$ cat config.mk
export PLATFORM = sky130hd
export DESIGN_NAME = split_route_ctrl
export DESIGN_NICKNAME = d
export VERILOG_FILES = /design/src/rtl/split_route_ctrl.sv
export SDC_FILE = /design/constraint.sdc
export NUM_CORES = 1
export LEC_CHECK = 0
export ABC_AREA = 0
export ABC_CLOCK_PERIOD_IN_PS = 2000
export CAP_MARGIN = 20
export CORE_UTILIZATION = 40
export DETAILED_ROUTE_END_ITERATION = 12
export DONT_BUFFER_PORTS = 1
export PLACE_DENSITY = 0.61
export SYNTH_ARGS = -nofsm -noshare
export SYNTH_HDL_FRONTEND = slang
export SYNTH_SLANG_ARGS = --single-unit
$ cat constraint.sdc
create_clock -name clk -period 2 [get_ports clk]
set_input_delay 0.3 -clock clk [delete_from_list [all_inputs] [get_ports clk]]
set_output_delay 0.3 -clock clk [all_outputs]
set_load 0.01 [all_outputs]
$ cat src/rtl/split_route_ctrl.sv
// Credit-based route controller in front of a 1:2 split: it holds one packet, picks the output from a destination bit, and sends when that output has a credit.
// Optional per-output handshake counters (pkt_cnt0/pkt_cnt1) are enabled with `define SPLIT_ROUTE_CTRL_STATS_EN.
module split_route_ctrl #(
  parameter int WIDTH   = 11,
  parameter int ADDR_W  = 3,
  parameter int LEVEL   = 0,
  parameter int CREDITS = 4
) (
  input  logic             clk,
  input  logic             rst_n,
  input  logic             in_valid,
  output logic             in_ready,
  input  logic [WIDTH-1:0] in_data,
  output logic             out_valid,
  input  logic             out_ready,
  output logic [WIDTH-1:0] out_data,
  output logic             out_sel,
  input  logic [1:0]       cred_ret,
  output logic             busy,
  output logic             err_ovf
`ifdef SPLIT_ROUTE_CTRL_STATS_EN
  ,
  output logic [15:0]      pkt_cnt0,
  output logic [15:0]      pkt_cnt1
`endif
);

  localparam int         SEL_IDX  = WIDTH - ADDR_W + LEVEL;
  localparam logic [3:0] CRED_MAX = 4'(CREDITS);

  typedef enum logic [1:0] {
    IDLE        = 2'd0,
    DECIDE      = 2'd1,
    WAIT_CREDIT = 2'd2,
    SEND        = 2'd3
  } state_e;

  // Next credit value plus overflow flag; a return and a send on the same counter cancel out.
  function automatic logic [4:0] cred_next(input logic [3:0] cnt, input logic ret,
                                           input logic dec, input logic [3:0] max_cnt);
    logic [4:0] res;
    res = {1'b0, cnt};
    if (ret && !dec) begin
      if (cnt == max_cnt) begin
        res = {1'b1, cnt};
      end else begin
        res = {1'b0, cnt + 4'd1};
      end
    end else if (dec && !ret) begin
      res = {1'b0, cnt - 4'd1};
    end else begin
      res = {1'b0, cnt};
    end
    return res;
  endfunction

  state_e           state_q;
  logic             in_ready_q;
  logic             out_valid_q;
  logic [WIDTH-1:0] data_q;
  logic             sel_q;
  logic             busy_q;
  logic             err_ovf_q;
  logic [3:0]       credit0_q;
  logic [3:0]       credit1_q;
  logic [3:0]       credit0_d;
  logic [3:0]       credit1_d;
  logic             ovf0_s;
  logic             ovf1_s;
  logic             send_fire_s;
  logic             dec0_s;
  logic             dec1_s;
  logic             sel_d_s;
  logic             decide_ok_s;
  logic             wait_ok_s;

  assign send_fire_s = out_valid_q & out_ready;
  assign dec0_s      = send_fire_s & ~sel_q;
  assign dec1_s      = send_fire_s & sel_q;
  assign sel_d_s     = data_q[SEL_IDX];

  assign {ovf0_s, credit0_d} = cred_next(credit0_q, cred_ret[0], dec0_s, CRED_MAX);
  assign {ovf1_s, credit1_d} = cred_next(credit1_q, cred_ret[1], dec1_s, CRED_MAX);

  // DECIDE looks at the settled counter; WAIT_CREDIT also sees a return arriving this cycle.
  assign decide_ok_s = sel_d_s ? (credit1_q != 4'd0) : (credit0_q != 4'd0);
  assign wait_ok_s   = sel_q   ? (credit1_d != 4'd0) : (credit0_d != 4'd0);

  assign in_ready  = in_ready_q;
  assign out_valid = out_valid_q;
  assign out_data  = data_q;
  assign out_sel   = sel_q;
  assign busy      = busy_q;
  assign err_ovf   = err_ovf_q;

  // Packet-handling FSM with registered handshake and status outputs.
  always_ff @(posedge clk or negedge rst_n) begin
    if (!rst_n) begin
      state_q     <= IDLE;
      in_ready_q  <= 1'b0;
      out_valid_q <= 1'b0;
      data_q      <= '0;
      sel_q       <= 1'b0;
      busy_q      <= 1'b0;
    end else begin
      case (state_q)
        IDLE: begin
          if (in_valid && in_ready_q) begin
            data_q     <= in_data;
            in_ready_q <= 1'b0;
            busy_q     <= 1'b1;
            state_q    <= DECIDE;
          end else begin
            in_ready_q <= 1'b1;
            busy_q     <= 1'b0;
          end
        end
        DECIDE: begin
          sel_q <= sel_d_s;
          if (decide_ok_s) begin
            out_valid_q <= 1'b1;
            state_q     <= SEND;
          end else begin
            state_q <= WAIT_CREDIT;
          end
        end
        WAIT_CREDIT: begin
          if (wait_ok_s) begin
            out_valid_q <= 1'b1;
            state_q     <= SEND;
          end else begin
            state_q <= WAIT_CREDIT;
          end
        end
        SEND: begin
          if (out_ready) begin
            out_valid_q <= 1'b0;
            busy_q      <= 1'b0;
            in_ready_q  <= 1'b1;
            state_q     <= IDLE;
          end else begin
            state_q <= SEND;
          end
        end
        default: begin
          out_valid_q <= 1'b0;
          busy_q      <= 1'b0;
          in_ready_q  <= 1'b0;
          state_q     <= IDLE;
        end
      endcase
    end
  end

  // Credit counters and sticky overflow flag.
  always_ff @(posedge clk or negedge rst_n) begin
    if (!rst_n) begin
      credit0_q <= CRED_MAX;
      credit1_q <= CRED_MAX;
      err_ovf_q <= 1'b0;
    end else begin
      credit0_q <= credit0_d;
      credit1_q <= credit1_d;
      err_ovf_q <= err_ovf_q | ovf0_s | ovf1_s;
    end
  end

`ifdef SPLIT_ROUTE_CTRL_STATS_EN
  logic [15:0] pkt_cnt0_q;
  logic [15:0] pkt_cnt1_q;

  assign pkt_cnt0 = pkt_cnt0_q;
  assign pkt_cnt1 = pkt_cnt1_q;

  // Completed output handshakes per select value, wrapping at 16 bits.
  always_ff @(posedge clk or negedge rst_n) begin
    if (!rst_n) begin
      pkt_cnt0_q <= 16'd0;
      pkt_cnt1_q <= 16'd0;
    end else begin
      if (dec0_s) begin
        pkt_cnt0_q <= pkt_cnt0_q + 16'd1;
      end else begin
        pkt_cnt0_q <= pkt_cnt0_q;
      end
      if (dec1_s) begin
        pkt_cnt1_q <= pkt_cnt1_q + 16'd1;
      end else begin
        pkt_cnt1_q <= pkt_cnt1_q;
      end
    end
  end
`endif

endmodule
==> results of run 1 <==
[sequential cells by signal, indices dropped and copies added, names as in the netlist]
| name | flops |
|---|---|
| credit1_q | 4 |
| busy | 1 |
| state_q | 2 |
| out_sel | 1 |
| out_data | 11 |
| err_ovf | 1 |
| in_ready | 1 |
| out_valid | 1 |
| credit0_q | 4 |
[logic make-up (layout without fill, tap and decap cells)]
| family | after synthesis | in the layout | share of synthesized area |
|---|---|---|---|
| AO/OA/AOI/OAI | 26 | 26 | 0.132 |
| multiplexers | 11 | 11 | 0.0893 |
| XOR/XNOR | 2 | 2 | 0.0180 |
| buffers and inverters | 11 | 19 | 0.0442 |
| flip-flops | 26 | 26 | 0.471 |
| AND/OR/NAND/NOR | 46 | 46 | 0.203 |
| adder cells (fa/ha/maj) | 5 | 5 | 0.0433 |
[per-stage QoR]
step           hold slack [ns]  utilization
2_1_floorplan          0.00441            -
3_3_place_gp           0.00531        0.435
3_5_place_dp           0.00540        0.435
4_1_cts                  0.115        0.460
5_1_grt                  0.107        0.478
6_report                 0.125        0.478
[cells in the final DEF, fill, tap and decap left out, types with 3 or more instances in the layout]
cell and n:
dfrtp_1 22, mux2_2 11, nor2_1 7, buf_4 7
nand2_1 6, inv_1 5, nand3_1 5, a21oi_1 5
and3_1 4, o21ai_0 4, nor3_1 4, o22ai_1 3
ha_1 3, clkbuf_4 3
[final timing paths]
path,start,endpoint,slack (ns),cells past startpoint
setup / recovery,credit0_q[1],out_valid,0.08,8
hold / removal,in_data[7],out_data[7],0.12,1
setup reg to reg,credit0_q[1],out_valid,0.08,8
hold reg to reg,err_ovf,err_ovf,0.55,1
max in group asynchronous,rst_n,credit1_q[2],1.35,2
min in group asynchronous,rst_n,out_data[3],0.43,2
[critical path: cells and delay by family (launching register included)]
| kind | cells | cell delay, ns |
|---|---|---|
| compound gates | 1 | 0.09 |
| fa+ha+maj | 1 | 0.19 |
| buf+inv | 1 | 0.08 |
| flops | 1 | 0.41 |
| simple gates | 5 | 1.05 |
[routing by layer]
| metal | GRT usage | vias to the layer above |
|---|---|---|
| met5 | 0 | - |
| met4 | 0.0292 | 0 |
| met3 | 0.0341 | 2 |
| met2 | 0.256 | 25 |
| met1 | 0.200 | 509 |
| li1 | - | 482 |
[layout make-up]
cell class	instances	area share
Tap cell	46	0.0361
Clock inverter	1	0.0188
Clock buffer	3	0.0141
Timing Repair Buffer	9	0.0518
Inverter	6	0.0141
Multi-Input combinational cell	90	0.454
Sequential cell	26	0.411
[Yosys cell counts, types with 3 or more instances]
library cell,count
inv_1,6
nand3_1,7
mux2_2,11
o21ai_0,4
nand2_1,6
nor3_1,5
dfrtp_1,24
ha_1,4
o22ai_1,3
nor2_1,7
a21oi_1,5
and3_1,4
[report_power, final]
part,leakage [nW],switching [W],internal [W]
clock network,0.0279,0.000150,0.000202
logic,0.352,0.000499,0.000563
registers,0.300,0.000339,0.000802
total,0.680,0.000988,0.00157
[what timing repair did]
| item | CTS | global route |
|---|---|---|
| endpoints found under the hold margin | 26 | 0 |
| resized for setup | 0 | 14 |
| buffers inserted | 0 | 1 |
| setup endpoints to repair | 0 | 2 |
| hold buffers | 2 | 0 |
==> flow_summary_export.csv, run 1 <==
group,metric,value,unit
detailed_routing,num_vias,1018,
worst_setup_path,arrival,2.12,ns
synth,synth_area,1390,um2
global_route,grt_pass1_wl,4180,um
status,status,"completed",
synth,synth-edff-count,0,
worst_setup_path,crit_path_top_delay_cell,"dfrtp_1",
power_and_ir_drop,cellPowerDensity,1600,nW/um2
cells_and_area,area_delta_synth_final,15.0,%
detailed_routing,drc,0,
cells_and_area,final_cells,181,
global_route,track_usage,0.151,
clocking,root_buffer,"clkbuf_4",
cells_and_area,fin_area,1600,um2
detailed_routing,route.final.wire_length,2700,um
worst_setup_path,crit_type,"reg -> reg",
timing,worstMarginPinSlew,0.344,ns
placement,place_congestion,0.809,
placement,post_dp_cell_area,1450,um2
timing,hold_viol_final,0,
placement,post-place-ws,0.0502,ns
worst_setup_path,crit_chain,"inv_1 -> ha_2 -> nor2b_4 -> nand3_2 -> nand3_1 -> or3b_4 -> nor4_4 -> o21ai_1",
timing,post-route-period-util,0.959,
synth,yosys_warnings,0,
global_route,antenna_found_initial,0,
detailed_routing,ant_nets,0,
placement,port_buffers,0,
worst_setup_path,end_kind,"flop",
clocking,insertion_delay,0.31,ns
power_and_ir_drop,ir_worst_vdd,0.728,mV
synth,ys_seq_area_frac,0.471,
detailed_routing,routed.top_layer,"met4",
timing,setup_ws,0.0814,ns
detailed_routing,drt_iter0_drc,67,
detailed_routing,wl_met2,1310,um
cells_and_area,multi_input_area,724,um2
hold_path,hold_class,"in -> reg",
clocking,tritoncts,"yes",
detailed_routing,wl_met1,1230,um
timing,setup_viol,0,
clocking,numCtsBuffers,3,
synth,synth_ff_type,"dfrtp_1",
cells_and_area,antenna_cells,0,
global_route,first_global_vias,956,
die,die_y,60.9,um
die,dieArea,3710,um2
placement,dpl.hpwl,1950,um
cells_and_area,fill_cells,320,
synth,yosys.area.top_type_share,0.433,
timing,fin_worst_skew,0.00130,ns
clocking,cts_max_level,1,
detailed_routing,drt-pass1-iter-count,4,
cells_and_area,nets,157,
worst_setup_path,critPathLaunchType,"flop",
detailed_routing,vias_per_cell,5.62,
detailed_routing,routed-wl-met3,152,um
power_and_ir_drop,leakagePower,0.680,nW
placement,dp_cells,174,
cells_and_area,final-seq-area,656,um2
synth,synth_area_leaders,"dfrtp_1, mux2_2, dfstp_2",
cells_and_area,drive_above_1_share,0.311,
timing,slew_viol_final,0,
detailed_routing,wire_per_inst,14.9,um
clocking,cts_buffer_depth,2,
synth,synth_fp_nets,148,
die,core,3340,um2
power_and_ir_drop,finalPower,0.00256,W
clocking,path_clk_slew,0.14,ns
synth,syn_inst,127,
timing,tns,0,ns
die,initial_core_util,0.416,
die,num_io_pins,33,
synth,yosys_register_bits,26,
die,num_rows,21,
synth,yosys.area.top_type,"dfrtp_1",
synth,async_flop_share,1.00,
synth,synth_cell_type_count,44,
worst_setup_path,required,2.21,ns
timing,relSlewSlack,0.770,
clocking,clock_sinks,26,
worst_setup_path,crit_fanout,3,
job,cap_violations,0,
global_route,grt_max_degree,27,
die,die_x,60.9,um
synth,postSynthAreaPerCell,10.9,um2
worst_setup_path,critPathMaxStageDelay,0.41,ns
timing,fmax,521,MHz
timing,period_needed,1.92,ns
global_route,grt_overflow,0,
(Power assumes the default switching activity.)
==> inputs of run 2 (changes only) <==
--- a/config.mk
+++ b/config.mk
@@ -6,11 +6,11 @@
 export NUM_CORES = 1
 export LEC_CHECK = 0
 export ABC_AREA = 0
-export ABC_CLOCK_PERIOD_IN_PS = 2000
 export CAP_MARGIN = 20
 export CORE_UTILIZATION = 40
 export DETAILED_ROUTE_END_ITERATION = 12
 export DONT_BUFFER_PORTS = 1
+export MAX_ROUTING_LAYER = met4
 export PLACE_DENSITY = 0.61
 export SYNTH_ARGS = -nofsm -noshare
 export SYNTH_HDL_FRONTEND = slang
==> run 2 against run 1 <==
Routed wire length grew 2.6%. Flip-flop and latch count is the same. Sequential power is essentially flat. Hold slack lost 0.0051 ns. Utilization grew 1.2 points. Maximum frequency grew 0.68%. Cell count grew 2.2%. Critical path type unchanged.
==> flow_summary_export.csv, run 2 (synthesized netlist as in run 1, its figures left out) <==
group,metric,value,unit
worst_setup_path,critPathLaunchType,"flop",
global_route,track_usage,0.161,
hold_path,holdPathStages,1,
global_route,first_global_vias,985,
cells_and_area,antenna_cells,0,
worst_setup_path,critPathBufInv,0,
power_and_ir_drop,finalPower,0.00265,W
clocking,path_clk_slew,0.14,ns
die,num_io_pins,33,
status,status,"completed",
hold_path,hold_class,"in -> reg",
clocking,clock_sinks,26,
clocking,numCtsBuffers,3,
detailed_routing,route.final.wire_length,2770,um
timing,fmax,525,MHz
job,cap_violations,0,
worst_setup_path,cpLargestDelayFamily,"simple AND/OR/NAND/NOR gates",
die,core,3340,um2
timing,relSlewSlack,0.763,
global_route,grt_pass1_wl,4250,um
clocking,insertion_delay,0.32,ns
detailed_routing,wire_per_inst,15.0,um
clocking,tritoncts,"yes",
worst_setup_path,arrival,2.12,ns
cells_and_area,mostFrequentLayoutCells,"dfrtp_1, mux2_2, buf_4",
detailed_routing,vias_per_cell,5.55,
die,die_x,60.9,um
placement,port_buffers,0,
die,die_y,60.9,um
cells_and_area,largest_register_ffs,11,
global_route,antenna_found_initial,0,
timing,setup_ws,0.0944,ns
worst_setup_path,crit_path_top_delay_cell,"dfrtp_2",
timing,setup_viol,0,
timing,slew_viol_final,0,
detailed_routing,ant_nets,0,
global_route,grt_overflow,0,
power_and_ir_drop,cellPowerDensity,1620,nW/um2
placement,dpl.hpwl,1930,um
global_route,grt_max_degree,27,
clocking,cts_max_level,1,
timing,post-route-period-util,0.953,
die,dieArea,3710,um2
cells_and_area,final_util,0.490,
timing,worstMarginPinSlew,0.353,ns
worst_setup_path,crit_chain,"nand3b_4 -> xnor2_4 -> a21oi_1 -> or3b_4 -> nor4_4 -> o21ai_1",
clocking,root_buffer,"clkbuf_4",
power_and_ir_drop,ir_worst_vdd,0.858,mV
detailed_routing,num_vias,1026,
worst_setup_path,crit_fanout,8,
placement,post-place-ws,0.0186,ns
die,initial_core_util,0.416,
timing,fin_worst_skew,0.00142,ns
placement,post_dp_cell_area,1460,um2
placement,place_congestion,0.823,
worst_setup_path,required,2.22,ns
cells_and_area,final_common_cell,"dfrtp_1",
timing,hold_viol_final,0,
worst_setup_path,critPathMaxStageDelay,0.48,ns
worst_setup_path,cp.depth,6,
die,num_rows,21,
cells_and_area,area_delta_synth_final,17.8,%
worst_setup_path,end_kind,"flop",
timing,period_needed,1.91,ns
clocking,cts_buffer_depth,2,
worst_setup_path,r2r_cells,6,
power_and_ir_drop,leakagePower,0.691,nW
cells_and_area,drive_above_1_share,0.331,
detailed_routing,drc,0,
cells_and_area,fin_area,1630,um2
detailed_routing,drt_iter0_drc,49,
detailed_routing,drt-pass1-iter-count,5,
timing,tns,0,ns
cells_and_area,nets,161,
worst_setup_path,crit_type,"reg -> reg",
-- run 2: report_power, final --
| part | leakage (nW) | switching (W) | internal [W] |
|---|---|---|---|
| Combinational | 0.363 | 0.000546 | 0.000622 |
| Sequential | 0.300 | 0.000320 | 0.000803 |
| Clock | 0.0279 | 0.000154 | 0.000203 |
-- run 2: final timing paths --
| check | slack (ns) | to | start |
|---|---|---|---|
| min | 0.12 | out_data[2] | in_data[2] |
| min reg2reg | 0.53 | credit1_q[3] | credit1_q[3] |
| max | 0.09 | out_valid | out_sel |
| max in group asynchronous | 1.38 | credit0_q[2] | rst_n |
| min in group asynchronous | 0.40 | err_ovf | rst_n |
| max reg2reg | 0.09 | out_valid | out_sel |
-- run 2: repair_timing --
| item | 4_1_cts | 5_1_grt |
|---|---|---|
| buffers inserted | 0 | 4 |
| setup endpoints to repair | 2 | 2 |
| hold buffers | 2 | 0 |
| endpoints found under the hold margin | 26 | 0 |
| pin swaps | 0 | 2 |
| gates resized for setup | 2 | 13 |
-- run 2: per-layer routing --
metal	vias to the layer above	routed length (um)	track usage
met4	0	36	0.0390
li1	489	-	-
met1	496	1260	0.211
met2	36	1320	0.246
met3	5	154	0.0469
met5	-	0	-
-- run 2: cell type report --
cell class | instances | area (um2)
clock buffer | 3 | 22.5
clock inverter | 1 | 30.0
fill | 321 | 1700
inverter | 6 | 22.5
multi-input combinational | 90 | 733
sequential | 26 | 656
tap | 46 | 57.6
timing repair buffer | 13 | 113
-- run 2: metrics by stage --
step	hold WS, ns	cells
floorplan	0.00441	127
global placement	0.00529	175
detailed placement	0.00524	175
CTS	0.110	181
global route	0.0824	185
finish	0.119	185
-- run 2: worst register-to-register path: stages (launching register included) --
cell and delay (ns):
dfrtp_2 0.48, nand3b_4 0.23, xnor2_4 0.20, a21oi_1 0.10, or3b_4 0.38, nor4_4 0.30, o21ai_1 0.10
==> inputs of run 3 (changes only) <==
--- a/config.mk
+++ b/config.mk
@@ -7,11 +7,11 @@
 export LEC_CHECK = 0
 export ABC_AREA = 0
 export CAP_MARGIN = 20
-export CORE_UTILIZATION = 40
+export CORE_UTILIZATION = 55
 export DETAILED_ROUTE_END_ITERATION = 12
 export DONT_BUFFER_PORTS = 1
-export MAX_ROUTING_LAYER = met4
-export PLACE_DENSITY = 0.61
+export PLACE_DENSITY = 0.78
 export SYNTH_ARGS = -nofsm -noshare
 export SYNTH_HDL_FRONTEND = slang
 export SYNTH_SLANG_ARGS = --single-unit
+export TNS_END_PERCENT = 30
==> run 3 against run 2 <==
Utilization up 21 points. Maximum frequency up 0.53%. Largest cell class unchanged. Largest power group unchanged. Highest routed layer is now met3. Setup slack better by 0.010 ns. Die area down 26%.
==> flow_summary_export.csv, run 3 (synthesized netlist as in run 1, its figures left out) <==
group,metric,value,unit
status,status,"completed",
worst_setup_path,crit_fanout,4,
global_route,track_usage,0.229,
detailed_routing,drt_iter0_drc,23,
timing,relSlewSlack,0.760,
power_and_ir_drop,seqPwrFrac,0.423,
timing,post-route-period-util,0.948,
detailed_routing,ant_nets,0,
power_and_ir_drop,ir_worst_vdd,1.03,mV
power_and_ir_drop,intPower,0.00162,W
timing,slew_viol_final,0,
detailed_routing,vias_per_cell,6.23,
cells_and_area,drive_above_1_share,0.348,
detailed_routing,routed-wl-met3,269,um
cells_and_area,nets,163,
detailed_routing,wl_met2,1460,um
detailed_routing,wire_per_inst,17.2,um
cells_and_area,final_common_cell,"dfrtp_1",
die,initial_core_util,0.604,
die,num_io_pins,33,
worst_setup_path,cpLargestDelayFamily,"simple AND/OR/NAND/NOR gates",
placement,dp_cells,156,
clocking,root_buffer,"clkbuf_4",
clocking,insertion_delay,0.32,ns
die,core,2300,um2
placement,place_congestion,0.828,
detailed_routing,routed.top_layer,"met3",
placement,post_dp_cell_area,1430,um2
cells_and_area,final_cells,169,
cells_and_area,antenna_cells,0,
cells_and_area,mostFrequentLayoutCells,"dfrtp_1, buf_4, mux2_2",
hold_path,hold_class,"in -> reg",
placement,dpl.hpwl,2010,um
detailed_routing,drc,0,
timing,hold_viol_final,0,
detailed_routing,wl_met1,1190,um
die,dieArea,2730,um2
clocking,numCtsBuffers,3,
detailed_routing,num_vias,1053,
clocking,cts_max_level,1,
worst_setup_path,crit_chain,"inv_1 -> ha_1 -> nor2b_4 -> nand3_2 -> nand3_1 -> nand4bb_1 -> o311ai_2 -> o21ai_1",
global_route,antenna_found_initial,0,
die,die_x,52.2,um
cells_and_area,fin_area,1610,um2
timing,setup_viol,0,
power_and_ir_drop,swShare,0.389,
worst_setup_path,critPathMaxStageDelay,0.41,ns
worst_setup_path,critPathLaunchType,"flop",
detailed_routing,route.final.wire_length,2910,um
power_and_ir_drop,p_comb_frac,0.443,
global_route,grt_pass1_wl,4530,um
power_and_ir_drop,cellPowerDensity,1640,nW/um2
power_and_ir_drop,finalPower,0.00265,W
clocking,tritoncts,"yes",
worst_setup_path,crit_type,"reg -> reg",
die,num_rows,17,
timing,fin_worst_skew,0.00804,ns
cells_and_area,largest_register_ffs,11,
global_route,grt_max_degree,27,
worst_setup_path,end_kind,"flop",
worst_setup_path,arrival,2.11,ns
job,cap_violations,0,
global_route,first_global_vias,1000,
cells_and_area,area_delta_synth_final,16.3,%
timing,worstMarginPinSlew,0.357,ns
timing,period_needed,1.90,ns
power_and_ir_drop,leakagePower,0.701,nW
clocking,path_clk_slew,0.14,ns
clocking,clock_sinks,26,
timing,tns,0,ns
worst_setup_path,required,2.22,ns
placement,port_buffers,0,
die,die_y,52.2,um
cells_and_area,fill_cells,170,
clocking,cts_buffer_depth,2,
power_and_ir_drop,p_switching,0.00103,W
power_and_ir_drop,pwr-share-clk,0.134,
detailed_routing,drt-pass1-iter-count,4,
global_route,grt_overflow,0,
timing,fmax,528,MHz
worst_setup_path,crit_path_top_delay_cell,"dfrtp_1",
worst_setup_path,critPathBufInv,1,
## run 3: layer usage
layer / track usage / up-vias
met5: 0 / -
met4: 0.0263 / 0
met3: 0.0696 / 0
met2: 0.406 / 51
met1: 0.284 / 510
li1: - / 492
## run 3: per-stage QoR
stage,setup WS [ns],hold slack (ns),util
global placement,0.0859,0.00491,0.622
detailed placement,0.00332,0.00493,0.622
global route,-0.0166,0.0957,0.703
CTS,0.0107,0.108,0.661
finish,0.104,0.122,0.703
floorplan,0.126,0.00441,-
## run 3: path summary, 6_finish.rpt
check	slack [ns]	endpoint	cells after the start	from
max reg2reg	0.10	state_q[0]	8	credit1_q[0]
min reg2reg	0.55	err_ovf	1	err_ovf
min in group asynchronous	0.38	credit1_q[0]	2	rst_n
min	0.12	out_data[9]	1	in_data[9]
max in group asynchronous	1.38	credit0_q[2]	2	rst_n
max	0.10	state_q[0]	8	credit1_q[0]
## run 3: power groups by stage
stage / clock network (W) / registers [W] / logic, W
2_1_floorplan: 0 / 0.00107 / 0.000742
3_3_place_gp: 0 / 0.00111 / 0.000901
3_5_place_dp: 0 / 0.00112 / 0.000947
4_1_cts: 0.000367 / 0.00111 / 0.000991
5_1_grt: 0.000392 / 0.00116 / 0.00128
6_report: 0.000357 / 0.00112 / 0.00118
## run 3: timing repair
action	CTS	global route
pin swaps	0	1
hold endpoints to repair	26	0
setup endpoints to repair	2	2
hold buffers	2	0
buffers inserted	1	6
gates resized for setup	0	14
## run 3: cell type report
cell class              count  area (um2)  area share
clock buffers               3        22.5      0.0140
clock inverters             1        30.0      0.0186
multi-input cells          90         721       0.447
inverters                   6        22.5      0.0140
repair buffers             15         128      0.0791
flip-flops and latches     26         656       0.406
well taps                  28        35.0      0.0217
